File: config.mk
export PLATFORM = sky130hd
export DESIGN_NAME = ex_muldiv_unit
export DESIGN_NICKNAME = d
export VERILOG_FILES = /design/src/rtl/mips_muldiv_defs_pkg.sv /design/src/rtl/muldiv_step.sv /design/src/rtl/ex_muldiv_unit.sv
export SDC_FILE = /design/constraint.sdc
export NUM_CORES = 1
export LEC_CHECK = 0
export CORE_MARGIN = 4
export CORE_UTILIZATION = 51
export DETAILED_ROUTE_END_ITERATION = 8
export GPL_TIMING_DRIVEN = 1
export PLACE_DENSITY = 0.77
export SLEW_MARGIN = 20
export SYNTH_ARGS = -nofsm -noshare
export SYNTH_HDL_FRONTEND = slang
export SYNTH_HIERARCHICAL = 1
export SYNTH_SLANG_ARGS = --single-unit
File: constraint.sdc
create_clock -name clk -period 6.7 [get_ports clk]
set_clock_uncertainty 0.1 [all_clocks]
set_input_delay 1.34 -clock clk [delete_from_list [all_inputs] [get_ports clk]]
set_output_delay 1.34 -clock clk [all_outputs]
set_load 0.03 [all_outputs]
File: src/rtl/mips_muldiv_defs_pkg.sv
// Shared definitions for the EX-stage multiply/divide unit: MIPS funct codes
// and the iterative-sequencer state encoding.
package mips_muldiv_defs;

    localparam logic [5:0] FUNCT_MFHI  = 6'h10;
    localparam logic [5:0] FUNCT_MTHI  = 6'h11;
    localparam logic [5:0] FUNCT_MFLO  = 6'h12;
    localparam logic [5:0] FUNCT_MTLO  = 6'h13;
    localparam logic [5:0] FUNCT_MULT  = 6'h18;
    localparam logic [5:0] FUNCT_MULTU = 6'h19;
    localparam logic [5:0] FUNCT_DIV   = 6'h1A;
    localparam logic [5:0] FUNCT_DIVU  = 6'h1B;

    typedef enum logic [1:0] {
        S_IDLE = 2'd0,
        S_MUL  = 2'd1,
        S_DIV  = 2'd2,
        S_FIX  = 2'd3
    } state_t;

endpackage

File: src/rtl/muldiv_step.sv
// One iteration of the muldiv datapath over {acc, quo}: shift-add for multiply,
// restoring subtract for divide. Purely combinational.
module muldiv_step #(
    parameter int WIDTH = 32
) (
    input  logic             isDiv,
    input  logic [WIDTH-1:0] acc,
    input  logic [WIDTH-1:0] quo,
    input  logic [WIDTH-1:0] opnd,
    output logic [WIDTH-1:0] accNext,
    output logic [WIDTH-1:0] quoNext
);

    logic [WIDTH:0] sum;
    logic [WIDTH:0] shifted;
    logic [WIDTH:0] diff;

    always_comb begin
        sum     = {1'b0, acc} + (quo[0] ? {1'b0, opnd} : '0);
        shifted = {acc, quo[WIDTH-1]};
        diff    = shifted - {1'b0, opnd};
        if (isDiv) begin
            // Borrow means the trial subtract failed: keep the shifted remainder.
            accNext = diff[WIDTH] ? shifted[WIDTH-1:0] : diff[WIDTH-1:0];
            quoNext = {quo[WIDTH-2:0], ~diff[WIDTH]};
        end else begin
            accNext = sum[WIDTH:1];
            quoNext = {sum[0], quo[WIDTH-1:1]};
        end
    end

endmodule

File: src/rtl/ex_muldiv_unit.sv
// EX-stage iterative multiply/divide unit owning HI/LO; stalls the front end
// while a MULT*/DIV* is in flight.
module ex_muldiv_unit
    import mips_muldiv_defs::*;
#(
    parameter int WIDTH = 32
) (
    input  logic             clk,
    input  logic             reset,
    input  logic             flush,
    input  logic             start,
    input  logic [5:0]       funct,
    input  logic [WIDTH-1:0] opA,
    input  logic [WIDTH-1:0] opB,
    output logic [WIDTH-1:0] result,
    output logic             busy,
    output logic             stall,
    output logic             done
);

    localparam int CW = $clog2(WIDTH);

    state_t state, stateNext;
    logic [CW-1:0]      cnt;
    logic [WIDTH-1:0]   hi, lo, acc, quo, opnd;
    logic [WIDTH-1:0]   accNext, quoNext, absA, absB;
    logic [2*WIDTH-1:0] prod, prodNeg;
    logic               negRes, negRem, divZero, opMul;
    logic               isMul, isDiv, isSigned, isMf, isMt, accept, idleWr;

    assign isMul    = (funct == FUNCT_MULT) || (funct == FUNCT_MULTU);
    assign isDiv    = (funct == FUNCT_DIV)  || (funct == FUNCT_DIVU);
    assign isSigned = (funct == FUNCT_MULT) || (funct == FUNCT_DIV);
    assign isMf     = (funct == FUNCT_MFHI) || (funct == FUNCT_MFLO);
    assign isMt     = (funct == FUNCT_MTHI) || (funct == FUNCT_MTLO);

    assign busy   = (state != S_IDLE);
    assign idleWr = !busy && start && !flush;
    assign accept = idleWr && (isMul || isDiv);
    assign stall  = start && ((busy && (isMul || isDiv || isMf || isMt)) || accept);

    assign absA    = (isSigned && opA[WIDTH-1]) ? -opA : opA;
    assign absB    = (isSigned && opB[WIDTH-1]) ? -opB : opB;
    assign prod    = {acc, quo};
    assign prodNeg = -prod;

    always_comb begin
        result = '0;
        if (!busy && funct == FUNCT_MFHI) result = hi;
        else if (!busy && funct == FUNCT_MFLO) result = lo;
    end

    muldiv_step #(.WIDTH(WIDTH)) uStep (
        .isDiv  (state == S_DIV),
        .acc    (acc),
        .quo    (quo),
        .opnd   (opnd),
        .accNext(accNext),
        .quoNext(quoNext)
    );

    always_ff @(posedge clk or posedge reset) begin
        if (reset) state <= S_IDLE;
        else       state <= stateNext;
    end

    always_comb begin
        stateNext = state;
        case (state)
            S_IDLE:       if (accept) stateNext = isMul ? S_MUL : S_DIV;
            S_MUL, S_DIV: if (cnt == '0) stateNext = S_FIX;
            S_FIX:        stateNext = S_IDLE;
            default:      stateNext = S_IDLE;
        endcase
        if (flush) stateNext = S_IDLE;
    end

    always_ff @(posedge clk or posedge reset) begin
        if (reset) begin
            cnt     <= '0;
            hi      <= '0;
            lo      <= '0;
            acc     <= '0;
            quo     <= '0;
            opnd    <= '0;
            negRes  <= 1'b0;
            negRem  <= 1'b0;
            divZero <= 1'b0;
            opMul   <= 1'b0;
            done    <= 1'b0;
        end else begin
            done <= (state == S_FIX) && !flush;
            if (accept) begin
                // Multiply: quo holds multiplier, opnd multiplicand. Divide: quo holds dividend.
                acc     <= '0;
                quo     <= isMul ? absB : absA;
                opnd    <= isMul ? absA : absB;
                negRes  <= isSigned && (opA[WIDTH-1] ^ opB[WIDTH-1]);
                negRem  <= isSigned && opA[WIDTH-1];
                divZero <= isDiv && (opB == '0);
                opMul   <= isMul;
                cnt     <= CW'(WIDTH - 1);
            end else if (state == S_MUL || state == S_DIV) begin
                acc <= accNext;
                quo <= quoNext;
                if (cnt != '0) cnt <= cnt - 1'b1;
            end else if (state == S_FIX && !flush) begin
                if (opMul) begin
                    {hi, lo} <= negRes ? prodNeg : prod;
                end else begin
                    // Unsigned remainder of a zero divide is |opA|; re-signing restores raw opA.
                    lo <= divZero ? '1 : (negRes ? -quo : quo);
                    hi <= negRem ? -acc : acc;
                end
            end
            if (idleWr && funct == FUNCT_MTHI) hi <= opA;
            if (idleWr && funct == FUNCT_MTLO) lo <= opA;
        end
    end

endmodule

==> impl_metrics.ini <==
[worst_setup_path]
cp_top_family = buffers and inverters
path_buf_inv = 3
critical_path.slowest_cell = clkdlybuf4s50_1
critical_path_class = in -> out
rrSetupSlack_ns = 2.05
path_common_cell = clkdlybuf4s50_1
worst-path-stages = 6
cp.arrival_ns = 3.63
critPathLaunchType = primary input
path_cells = clkdlybuf4s50_1 -> nor3b_1 -> nand4_1 -> buf_4 -> nor2_1 -> clkdlybuf4s50_1
worst-path-max-fanout = 32
r2r_cells = 15
slowest_delay_ns = 0.71
cp.required_ns = 5.26
critPathCaptureType = output pin

[route]
drc = 0
routed_wl_mm = 58.8
vias = 16600
ant_nets = 0
via_per_inst = 6.74
wl_per_cell_um = 23.9
drt_iter0_drc = 1767
drtPass1Iterations = 6

[pwr]
p_leak_nw = 7.25
ir_drop_v = 0.000234
power.density_nw_per_um2 = 493

[clock_network]
cts_buffers = 17
htreeDepth = 4
clk_pin_slew_ns = 0.07
clk-insertion-delay-late_ns = 0.45
ctsHoldBuffers = 0
clock-root-buffer = clkbuf_16
cts_resized = 0
clockBufferDepth = 2
cts_tree = done
clock-sinks = 172
post-cts-setup-buffers = 0

[global_routing]
grt_pass1_vias = 15700
track_usage_pct = 32.3
grt_pass1_wl_mm = 90.4
antenna_found_initial = 3
gr-total-overflow = 0
grt_max_degree = 85

[logic_synthesis]
synth.ff_latch_count = 172
synth_most_common_cell = nand2_1
async_reset_ff_share_pct = 100
ys_warn_count = 6
synth_seq_area_share_pct = 26.3
netlist_instances = 2006
syn-num-nets = 2156
synthTopCellsByCount = 191 x nand2_1, 187 x nor2_1, 172 x dfrtp_1
yosysTopAreaCell = dfrtp_1
yosys.area.top_type_share_pct = 26.3
synth_edf_count = 0
synth_area_leaders = dfrtp_1 26%, mux2i_1 8.3%, ha_1 5.7%, xnor2_1 5.2%, nand2_1 4.4%
synth.avg_cell_area_um2 = 8.15
syn-cell-area_um2 = 16400
ys_types = 101
synthFlopType = dfrtp_1

[sta]
finalCriticalPeriod_ns = 5.07
final_max_slew_viol_count = 0
period_share_pct = 75.7
tns_ns = 0
rsz0062_at_grt = false
max_freq_mhz = 197
setup_viol = 0
worst_pin_slew_ns = 1.09
slew-limit-headroom_pct = 27.2
hold_viol_final = 0
whs_ns = 0.413

[floorplanning]
die_x_um = 187
die_area_um2 = 35000
num_rows = 65
io_pins = 109
core_um2 = 31600
die_h_um = 187
start_util_pct = 51.8

[placed_design]
dp_hpwl_mm = 44.1
gp_congestion = 0.965
port_buffers = 108

[flow_run]
cap_violations = 0

[cells_and_area]
final_nets = 2191
drive_gt1_share_pct = 7.16
syn_to_final_growth_pct = 11.5

[outcome]
outcome = finished clean

[worst_hold_path]
hold_class = reg -> reg
whs_path_depth = 2
metal layers:
| layer | wire [um] | GRT usage (%) |
|---|---|---|
| met5 | 0 | 0 |
| met4 | 3400 | 15.6 |
| met3 | 5550 | 5.69 |
| met2 | 26300 | 51.7 |
| met1 | 23500 | 42.5 |
cell usage in the layout, fill, tap and decap left out, drive strengths merged, types with 38 or more instances in the layout:
master,n
a21o,38
a21oi,116
and2,40
clkdlybuf4s50,107
dfrtp,172
ha,74
inv,87
mux2i,136
nand2,191
nor2,189
nor3,38
o21ai,154
xnor2,98
xor2,73
state kept, by name (all words and copies together) (netlist names):
register / count
state: 2
divZero: 1
done: 1
hi: 32
cnt: 5
opMul: 1
opnd: 32
negRes: 1
lo: 32
quo: 32
negRem: 1
acc: 32
cell type report:
| cell class | instances | area [um2] |
|---|---|---|
| Clock buffer | 17 | 425 |
| Inverter | 78 | 298 |
| Timing Repair Buffer | 131 | 1250 |
| Antenna cell | 1 | 2.50 |
| Tap cell | 402 | 503 |
| Clock inverter | 15 | 166 |
| Multi-Input combinational cell | 1641 | 11300 |
| Sequential cell | 172 | 4300 |
| Fill cell | 2870 | 13300 |
kinds of logic (layout without fill, tap and decap cells):
group	count (synthesis)	in the layout	share of synthesized area [%]
AOI/OAI and AO/OA	565	565	22.9
xor gates and xnor gates	171	171	9.16
adders and majority gates	76	76	5.91
buffers and inverters	193	241	5.08
DFF	172	172	26.3
muxes	172	172	10.8
other	0	1	0
and+or+nand+nor	657	657	19.8
power breakdown:
| part | leakage [nW] | switching, W | internal, W | total (W) |
|---|---|---|---|---|
| Sequential | 2.13 | 0.000827 | 0.00149 | 0.00232 |
| Combinational | 4.83 | 0.00323 | 0.00241 | 0.00564 |
| Clock | 0.290 | 0.000526 | 0.000504 | 0.00103 |
per-stage QoR:
stage | std cells | setup WS, ns | power, W | utilization, % | cell area [um2]
6_report | 2457 | 1.63 | 0.00899 | 57.8 | 18200
5_1_grt | 2456 | 1.56 | 0.00957 | 57.8 | 18200
4_1_cts | 2456 | 1.66 | 0.00881 | 57.7 | 18200
3_5_place_dp | 2424 | 1.67 | 0.00776 | 55.8 | 17600
3_3_place_gp | 2424 | 1.78 | 0.00764 | 55.8 | 17600
2_1_floorplan | 2006 | 0.600 | 0.00626 | - | 16400
worst paths after layout:
kind	startpoint	to
min	hi[14]	hi[14]
max in group asynchronous	reset	hi[26]
min reg2reg	hi[14]	hi[14]
max	funct[4]	result[28]
min in group asynchronous	reset	acc[4]
max reg2reg	acc[0]	acc[8]
tightest hold or removal path, cell delays in order (launching register included):
cell	delay, ns
dfrtp_1	0.35
a22oi_1	0.06
o21ai_0	0.07
No activity file was read; power rests on OpenSTA's default activity.
